===== config.mk =====
export PLATFORM = sky130hd
export DESIGN_NAME = fig_04b_rom_fetch_responder
export DESIGN_NICKNAME = d
export VERILOG_FILES = /design/src/rtl/superfx_rom_pkg.sv /design/src/rtl/rom_wait_timer.sv /design/src/rtl/fig_04b_rom_fetch_responder.sv
export SDC_FILE = /design/constraint.sdc
export NUM_CORES = 1
export LEC_CHECK = 0
export CELL_PAD_IN_SITES_DETAIL_PLACEMENT = 0
export CELL_PAD_IN_SITES_GLOBAL_PLACEMENT = 1
export CORE_MARGIN = 2
export CORE_UTILIZATION = 37
export DETAILED_ROUTE_END_ITERATION = 8
export GPL_TIMING_DRIVEN = 0
export PLACE_DENSITY_LB_ADDON = 0.1
export SLEW_MARGIN = 25
export SYNTH_ARGS = -nofsm -noshare
export SYNTH_HDL_FRONTEND = slang
export SYNTH_SLANG_ARGS = --single-unit

===== constraint.sdc =====
create_clock -name clk -period 4.6 [get_ports clk]
set_input_delay 0.92 -clock clk [delete_from_list [all_inputs] [get_ports clk]]
set_output_delay 0.92 -clock clk [all_outputs]
set_load 0.1 [all_outputs]

===== src/rtl/superfx_rom_pkg.sv =====
// Shared types and defaults for the ROM line-fill responder: FSM encoding,
// wait/line/address defaults and the wait-counter width helper.
package superfx_rom_pkg;

  typedef enum logic [1:0] {
    IDLE = 2'd0,
    WAIT = 2'd1,
    HOLD = 2'd2
  } rom_fsm_t;

  localparam int ROM_WAIT_DEFAULT = 5;
  localparam int CACHE_LINE_BYTES = 16;
  localparam int ROM_ADDR_W       = 24;

  // The counter only ever holds WAIT_CYCLES-1, so WAIT_CYCLES=1 still needs one bit.
  function automatic int cnt_width(input int wait_cycles);
    return (wait_cycles > 1) ? $clog2(wait_cycles) : 1;
  endfunction

endpackage


===== src/rtl/rom_wait_timer.sv =====
// Loadable down-counter timing the ROM access wait for one byte.
// zero is asserted while the count sits at 0; load takes priority over enable.
module rom_wait_timer #(
  parameter int CNT_W = 3
) (
  input  logic             clk,
  input  logic             reset,
  input  logic             load,
  input  logic             enable,
  input  logic [CNT_W-1:0] value,
  output logic             zero
);

  logic [CNT_W-1:0] cnt_q, cnt_d;

  always_comb begin
    // NOTE: default every combinational output first so no path leaves it unassigned (no latch).
    cnt_d = cnt_q;
    if (load) begin
      cnt_d = value;
    end else if (enable && (cnt_q != '0)) begin
      cnt_d = cnt_q - 1'b1;
    end
  end

  // NOTE: sequential state uses non-blocking assignments so all flops update from pre-edge values.
  always_ff @(posedge clk or negedge reset) begin
    if (!reset) begin
      cnt_q <= '0;
    end else begin
      cnt_q <= cnt_d;
    end
  end

  assign zero = (cnt_q == '0);

endmodule


===== src/rtl/fig_04b_rom_fetch_responder.sv =====
// ROM-side responder for instruction-cache line fills: walks rom_a through the line,
// waits the ROM access time per byte and strobes bytes back in order.
// Optional ROM_ABORT_EN adds fetch_abort to cancel a fill in progress.
module fig_04b_rom_fetch_responder
  import superfx_rom_pkg::*;
#(
  parameter int  WAIT_CYCLES = ROM_WAIT_DEFAULT,
  parameter int  LINE_BYTES  = CACHE_LINE_BYTES,
  parameter int  ADDR_W      = ROM_ADDR_W,
  localparam int IDX_W       = $clog2(LINE_BYTES)
) (
  input  logic              clk,
  input  logic              reset,
  input  logic              ron,
  input  logic              fetch_req,
  input  logic [ADDR_W-1:0] fetch_addr,
  output logic              fetch_ack,
  output logic              busy,
  output logic              romrdy,
  output logic [7:0]        rom_byte,
  output logic [IDX_W-1:0]  byte_idx,
  output logic              fill_done,
  output logic [ADDR_W-1:0] rom_a,
  output logic              rom_oe,
  input  logic [7:0]        rom_d
`ifdef ROM_ABORT_EN
  ,
  input  logic              fetch_abort
`endif
);

  localparam int              CNT_W    = cnt_width(WAIT_CYCLES);
  localparam logic [CNT_W-1:0] RELOAD   = CNT_W'(WAIT_CYCLES - 1);
  localparam logic [IDX_W-1:0] LAST_IDX = IDX_W'(LINE_BYTES - 1);

  rom_fsm_t          state_q, state_d;
  logic [IDX_W-1:0]  idx_q, idx_d;
  logic [IDX_W-1:0]  idx_next;
  logic              fetch_ack_q, fetch_ack_d;
  logic              busy_q, busy_d;
  logic              romrdy_q, romrdy_d;
  logic [7:0]        rom_byte_q, rom_byte_d;
  logic [IDX_W-1:0]  byte_idx_q, byte_idx_d;
  logic              fill_done_q, fill_done_d;
  logic [ADDR_W-1:0] rom_a_q, rom_a_d;
  logic              rom_oe_q, rom_oe_d;

  logic              tmr_load, tmr_enable, tmr_zero;
  logic              abort;

`ifdef ROM_ABORT_EN
  assign abort = fetch_abort;
`else
  assign abort = 1'b0;
`endif

  // The byte offset inside the line comes from idx_q, never from the request.
  logic unused_addr_bits;
  assign unused_addr_bits = ^fetch_addr[IDX_W-1:0];

  assign idx_next = idx_q + 1'b1;

  rom_wait_timer #(
    .CNT_W (CNT_W)
  ) u_wait_timer (
    .clk    (clk),
    .reset  (reset),
    .load   (tmr_load),
    .enable (tmr_enable),
    .value  (RELOAD),
    .zero   (tmr_zero)
  );

  always_comb begin
    state_d     = state_q;
    idx_d       = idx_q;
    rom_a_d     = rom_a_q;
    rom_oe_d    = rom_oe_q;
    busy_d      = busy_q;
    rom_byte_d  = rom_byte_q;
    byte_idx_d  = byte_idx_q;
    fetch_ack_d = 1'b0;
    romrdy_d    = 1'b0;
    fill_done_d = 1'b0;
    tmr_load    = 1'b0;
    tmr_enable  = 1'b0;

    unique case (state_q)
      IDLE: begin
        if (fetch_req && ron) begin
          state_d     = WAIT;
          idx_d       = '0;
          rom_a_d     = {fetch_addr[ADDR_W-1:IDX_W], {IDX_W{1'b0}}};
          rom_oe_d    = 1'b1;
          busy_d      = 1'b1;
          fetch_ack_d = 1'b1;
          tmr_load    = 1'b1;
        end
      end

      WAIT: begin
        if (abort) begin
          state_d  = IDLE;
          rom_oe_d = 1'b0;
          busy_d   = 1'b0;
        end else if (!ron) begin
          state_d  = HOLD;
          rom_oe_d = 1'b0;
        end else if (!tmr_zero) begin
          tmr_enable = 1'b1;
        end else begin
          rom_byte_d = rom_d;
          byte_idx_d = idx_q;
          romrdy_d   = 1'b1;
          if (idx_q == LAST_IDX) begin
            state_d     = IDLE;
            fill_done_d = 1'b1;
            rom_oe_d    = 1'b0;
            busy_d      = 1'b0;
          end else begin
            // Only the offset bits advance, so the walk never carries out of the line.
            idx_d    = idx_next;
            rom_a_d  = {rom_a_q[ADDR_W-1:IDX_W], idx_next};
            tmr_load = 1'b1;
          end
        end
      end

      HOLD: begin
        if (abort) begin
          state_d  = IDLE;
          rom_oe_d = 1'b0;
          busy_d   = 1'b0;
        end else if (ron) begin
          // The host may have disturbed the ROM, so the current byte restarts a full wait.
          state_d  = WAIT;
          rom_oe_d = 1'b1;
          tmr_load = 1'b1;
        end
      end

      default: begin
        state_d  = IDLE;
        rom_oe_d = 1'b0;
        busy_d   = 1'b0;
      end
    endcase
  end

  always_ff @(posedge clk or negedge reset) begin
    if (!reset) begin
      state_q     <= IDLE;
      idx_q       <= '0;
      fetch_ack_q <= 1'b0;
      busy_q      <= 1'b0;
      romrdy_q    <= 1'b0;
      rom_byte_q  <= '0;
      byte_idx_q  <= '0;
      fill_done_q <= 1'b0;
      rom_a_q     <= '0;
      rom_oe_q    <= 1'b0;
    end else begin
      state_q     <= state_d;
      idx_q       <= idx_d;
      fetch_ack_q <= fetch_ack_d;
      busy_q      <= busy_d;
      romrdy_q    <= romrdy_d;
      rom_byte_q  <= rom_byte_d;
      byte_idx_q  <= byte_idx_d;
      fill_done_q <= fill_done_d;
      rom_a_q     <= rom_a_d;
      rom_oe_q    <= rom_oe_d;
    end
  end

  assign fetch_ack = fetch_ack_q;
  assign busy      = busy_q;
  assign romrdy    = romrdy_q;
  assign rom_byte  = rom_byte_q;
  assign byte_idx  = byte_idx_q;
  assign fill_done = fill_done_q;
  assign rom_a     = rom_a_q;
  assign rom_oe    = rom_oe_q;

endmodule

==> results of run 1 <==
==> cell families after synthesis <==
kind of cell	count (synthesis)
adders and majority gates	3
DFF	46
AOI/OAI and AO/OA	17
muxes	32
xor gates and xnor gates	1
buffers and inverters	12
and+or+nand+nor	27
==> per-layer routing <==
layer / vias to the layer above / part of all wire [%]
li1: 650 / -
met1: 678 / 43
met2: 46 / 50
met3: 7 / 5.9
met4: 0 / 1.4
met5: - / 0
==> registers in the layout (all words and copies together), names as in the netlist <==
signal              cells
rom_a                  20
rom_byte                8
byte_idx                4
idx_q                   4
u_wait_timer.cnt_q      3
state_q                 2
busy                    1
fetch_ack               1
fill_done               1
rom_oe                  1
romrdy                  1
==> stage by stage <==
step,area [um2],worst slack [ps]
5_1_grt,2960,1640
3_5_place_dp,2840,2040
6_report,2960,1720
4_1_cts,2960,1700
2_1_floorplan,2030,2520
3_3_place_gp,2830,1440
==> worst max-delay path by stage <==
stage                  start         to  slack (ps)
detailed placement  idx_q[2]   rom_a[2]        2040
global placement       reset  rom_a[12]        1440
global route        idx_q[2]   rom_a[2]        1640
CTS                 idx_q[2]   rom_a[2]        1700
finish              idx_q[2]   rom_a[2]        1720
floorplan           idx_q[0]   idx_q[3]        2520
==> layout make-up <==
cell class	instances	area (um2)	area share, %
well taps	70	87.6	2.96
flip-flops and latches	46	1150	38.9
inverters	5	18.8	0.635
repair buffers	72	726	24.6
plain buffers	7	88.8	3.01
clock inverters	3	43.8	1.48
multi-input cells	80	771	26.1
clock buffers	5	68.8	2.33
==> cell usage after synthesis, types with 2 or more instances <==
library cell	number
dfrtp_1	46
mux2_2	16
mux2_4	16
inv_1	5
a31oi_1	4
buf_6	4
nand3_1	4
nor2_1	4
o21ai_0	4
ha_1	3
nand2_1	3
buf_12	2
nor3_1	2
nor4_1	2
==> impl_metrics.json, run 1 <==
{
  "crit_cells": 1,
  "ys_warn_count": 0,
  "grtUsageMet2_pct": 27.4,
  "core_um2": 5200,
  "vias": 1381,
  "drv_slew": 0,
  "fillCellCount": 430,
  "timing.final.hold_violations": 0,
  "seq_area_frac_synth_pct": 56.7,
  "cts_made_buffers": 5,
  "n_antenna_cell": 0,
  "max_cap_viol_count": 0,
  "grt_max_degree": 33,
  "syn_nets": 177,
  "cts_tree": "built",
  "cp_slowest_cell": "clkdlybuf4s50_1",
  "start_util_pct": 39.0,
  "via_per_inst": 4.80,
  "fin_tns_setup_ps": 0,
  "critPathTopFamily": "buffers and inverters",
  "hpwlAfterDp_um": 3410,
  "ant_nets": 0,
  "synth-async-reset-ratio_pct": 100,
  "final_cell_mix": "clkdlybuf4s50_1 (70), dfrtp_1 (46), mux2_4 (16), mux2_2 (16)",
  "grt_overflow_total": 0,
  "synth_mux_area_share_pct": 20.7,
  "wl_per_cell_um": 15.6,
  "cts_htree_levels": 2,
  "synth_top_cells_by_area": "dfrtp_1 (57%), mux2_4 (12%), mux2_2 (8.9%), buf_6 (2.2%), buf_12 (2.0%)",
  "die_height_um": 78.1,
  "syn_to_final_growth_pct": 45.6,
  "tightest_slew_ps": 998,
  "cp-end-kind": "output port",
  "synthDistinctLibCells": 37,
  "synth-simple-area-share_pct": 8.26,
  "synth_cells": 138,
  "min_period_ps": 2880,
  "setup_violations": 0,
  "ys.flop_type": "dfrtp_1",
  "drt_wl_total_um": 4500,
  "grt_pass1_wl_um": 7570,
  "ys_ff_latch": 46,
  "r2r-start": "u_wait_timer.cnt_q[1]",
  "hold_buffers": 0,
  "cp_num_buf_inv": 1,
  "cp.arrival_ps": 1960,
  "clkSlewWorstSetupHoldPaths_ps": 80,
  "crit_chain": "clkdlybuf4s50_1",
  "post_cts_buffers": 0,
  "grtUsageMet1_pct": 19.5,
  "synth_edf_count": 0,
  "syn_area_um2": 2030,
  "antenna_found_initial": 0,
  "cts-root-buf": "clkbuf_8",
  "dp.cells": 280,
  "num_rows": 26,
  "pin_count": 77,
  "grtUsageMet3_pct": 4.14,
  "skew_ps": 2.60,
  "numPortBuffers": 71,
  "first_pass_iters": 4,
  "min_to": "rom_byte[2]",
  "synth_top_family_by_area": "multiplexers",
  "start_kind": "flip-flop",
  "ctsResizeCount": 0,
  "first_iter_violations": 35,
  "period_share_pct": 62.5,
  "cp_max_fo": 7,
  "worstSetupPathType": "flip-flop to output port",
  "drc": 0,
  "grt_usage_pct": 16.0,
  "die_area_um2": 6090,
  "yosys.area.top_type": "dfrtp_1",
  "num-nets-final": 256,
  "grt_pass1_vias": 1511,
  "synth-compound-area-share_pct": 6.72,
  "drive_above_1_share_pct": 25.2,
  "rrSetupSlack_ps": 2850,
  "layout_commonest_cell": "clkdlybuf4s50_1",
  "busiest_layer": "met2",
  "fmax_mhz": 348,
  "synth_xor_area_share_pct": 0.432,
  "synth.top_cell.area_share_pct": 56.7,
  "hold_ws_ps": 510,
  "fp.dieW_um": 78.1,
  "synth_adder_area_share_pct": 1.85,
  "gp_congestion": 0.729,
  "rsz0062_at_grt": "false",
  "cts_buffer_depth": 2,
  "syn_area_per_cell_um2": 14.7,
  "max-slew-margin-rel_pct": 33.3,
  "holdPathStages": 1,
  "cp.required_ps": 3680,
  "r2r_cells": 6,
  "fin_util_pct": 56.8,
  "fin_cells": 288,
  "hold_start": "rom_byte[2]",
  "clock_latency_ps": 290,
  "reg2reg_to": "rom_byte[6]",
  "hold_path.class": "flip-flop to flip-flop",
  "numClockSinks": 46,
  "status": "completed",
  "max_stage_delay_ps": 1190
}
Power of run 1 is not shown: default switching activity piles up to over one toggle a cycle in this logic, so the estimate is an artifact.
==> run 2: changes to the inputs <==
Settings changed: CORE_UTILIZATION 37 to 31.
Clock period 4.6 ns to 2.6 ns, I/O delays scaled along.
==> impl_metrics.json, run 2 (synthesis results as in run 1) <==
{
  "post-place-ws_ps": 481,
  "dpl-instance-area_um2": 2850,
  "num_rows": 29,
  "multi_input_area_um2": 771,
  "largest_reg_flops": 20,
  "seqCellArea_um2": 1150,
  "fp.dieW_um": 84.9,
  "status": "completed",
  "cp.required_ps": 2080,
  "fin_tns_setup_ps": 0,
  "worstSetupPathType": "flip-flop to output port",
  "max-slew-margin-rel_pct": 33.7,
  "hold_ws_ps": 193,
  "grt_max_degree": 26,
  "pin_count": 77,
  "cp.arrival_ps": 1910,
  "wl_per_cell_um": 14.7,
  "hold_buffers": 0,
  "grt_pass1_wl_um": 7310,
  "die_height_um": 84.9,
  "via_per_inst": 4.74,
  "hpwlAfterDp_um": 3250,
  "cts_tree": "built",
  "ant_nets": 0,
  "drt_wl_total_um": 4320,
  "setup_violations": 0,
  "start_kind": "flip-flop",
  "post_cts_buffers": 0,
  "antenna_found_initial": 0,
  "die_area_um2": 7210,
  "rrSetupSlack_ps": 810,
  "numClockSinks": 46,
  "grt_usage_pct": 12.9,
  "drv_slew": 0,
  "fillCellCount": 562,
  "drive_above_1_share_pct": 25.2,
  "grt_pass1_vias": 1490,
  "cts_made_buffers": 5,
  "first_pass_iters": 4,
  "vias": 1398,
  "start_util_pct": 32.0,
  "cp_slowest_cell": "clkdlybuf4s50_1",
  "skew_ps": 3.24,
  "max_cap_viol_count": 0,
  "clock_latency_ps": 290,
  "n_antenna_cell": 0,
  "timing.final.hold_violations": 0,
  "drc": 0,
  "fmax_mhz": 412,
  "final_area_um2": 2960,
  "period_share_pct": 93.4,
  "hold_path.class": "input pin to async pin",
  "numPortBuffers": 71,
  "min_period_ps": 2430,
  "cp-end-kind": "output port",
  "first_iter_violations": 32,
  "cts_buffer_depth": 2,
  "final_cell_mix": "clkdlybuf4s50_1 (70), dfrtp_1 (46), mux2_4 (16), mux2_2 (16)",
  "timing.final.ws_setup_ps": 170,
  "cts_htree_levels": 2,
  "max_stage_delay_ps": 1180,
  "critPathTopFamily": "buffers and inverters",
  "num-nets-final": 256,
  "crit_chain": "clkdlybuf4s50_1",
  "gp_congestion": 0.810,
  "layout_commonest_cell": "clkdlybuf4s50_1",
  "ctsResizeCount": 0,
  "cp_max_fo": 7,
  "clkSlewWorstSetupHoldPaths_ps": 80,
  "grt_overflow_total": 0,
  "cp_num_buf_inv": 1,
  "rsz0062_at_grt": "false",
  "tightest_slew_ps": 992,
  "syn_to_final_growth_pct": 45.9,
  "core_um2": 6350,
  "cts-root-buf": "clkbuf_8"
}
-- run 2: area by class of cell --
cell class | instances | share of cell area (%)
clock buffer | 5 | 2.32
tap | 77 | 3.25
multi-input combinational | 80 | 26.0
buffer | 7 | 3.00
clock inverter | 3 | 1.35
inverter | 5 | 0.634
sequential | 46 | 38.9
timing repair buffer | 72 | 24.5
-- run 2: routing by layer --
layer	part of all wire [%]	track usage, %
met2	49	21.3
met3	5.6	3.70
met1	44	16.5
met5	0	0
met4	1.2	3.90
-- run 2: worst paths after layout --
path,to,cells past startpoint,from
setup / recovery,rom_a[3],1,idx_q[3]
hold / removal,rom_a[20],1,reset
setup reg to reg,rom_byte[6],6,u_wait_timer.cnt_q[0]
hold reg to reg,rom_byte[3],1,rom_byte[3]
max in group asynchronous,rom_byte[4],2,reset
min in group clk,state_q[1],2,ron
-- run 2: stage by stage --
step / utilization [%] / cells
global route: 46.6 / 295
CTS: 46.6 / 295
global placement: 44.7 / 286
detailed placement: 44.9 / 287
finish: 46.6 / 295
floorplan: - / 138
Power of run 2 is left out for the same reason.
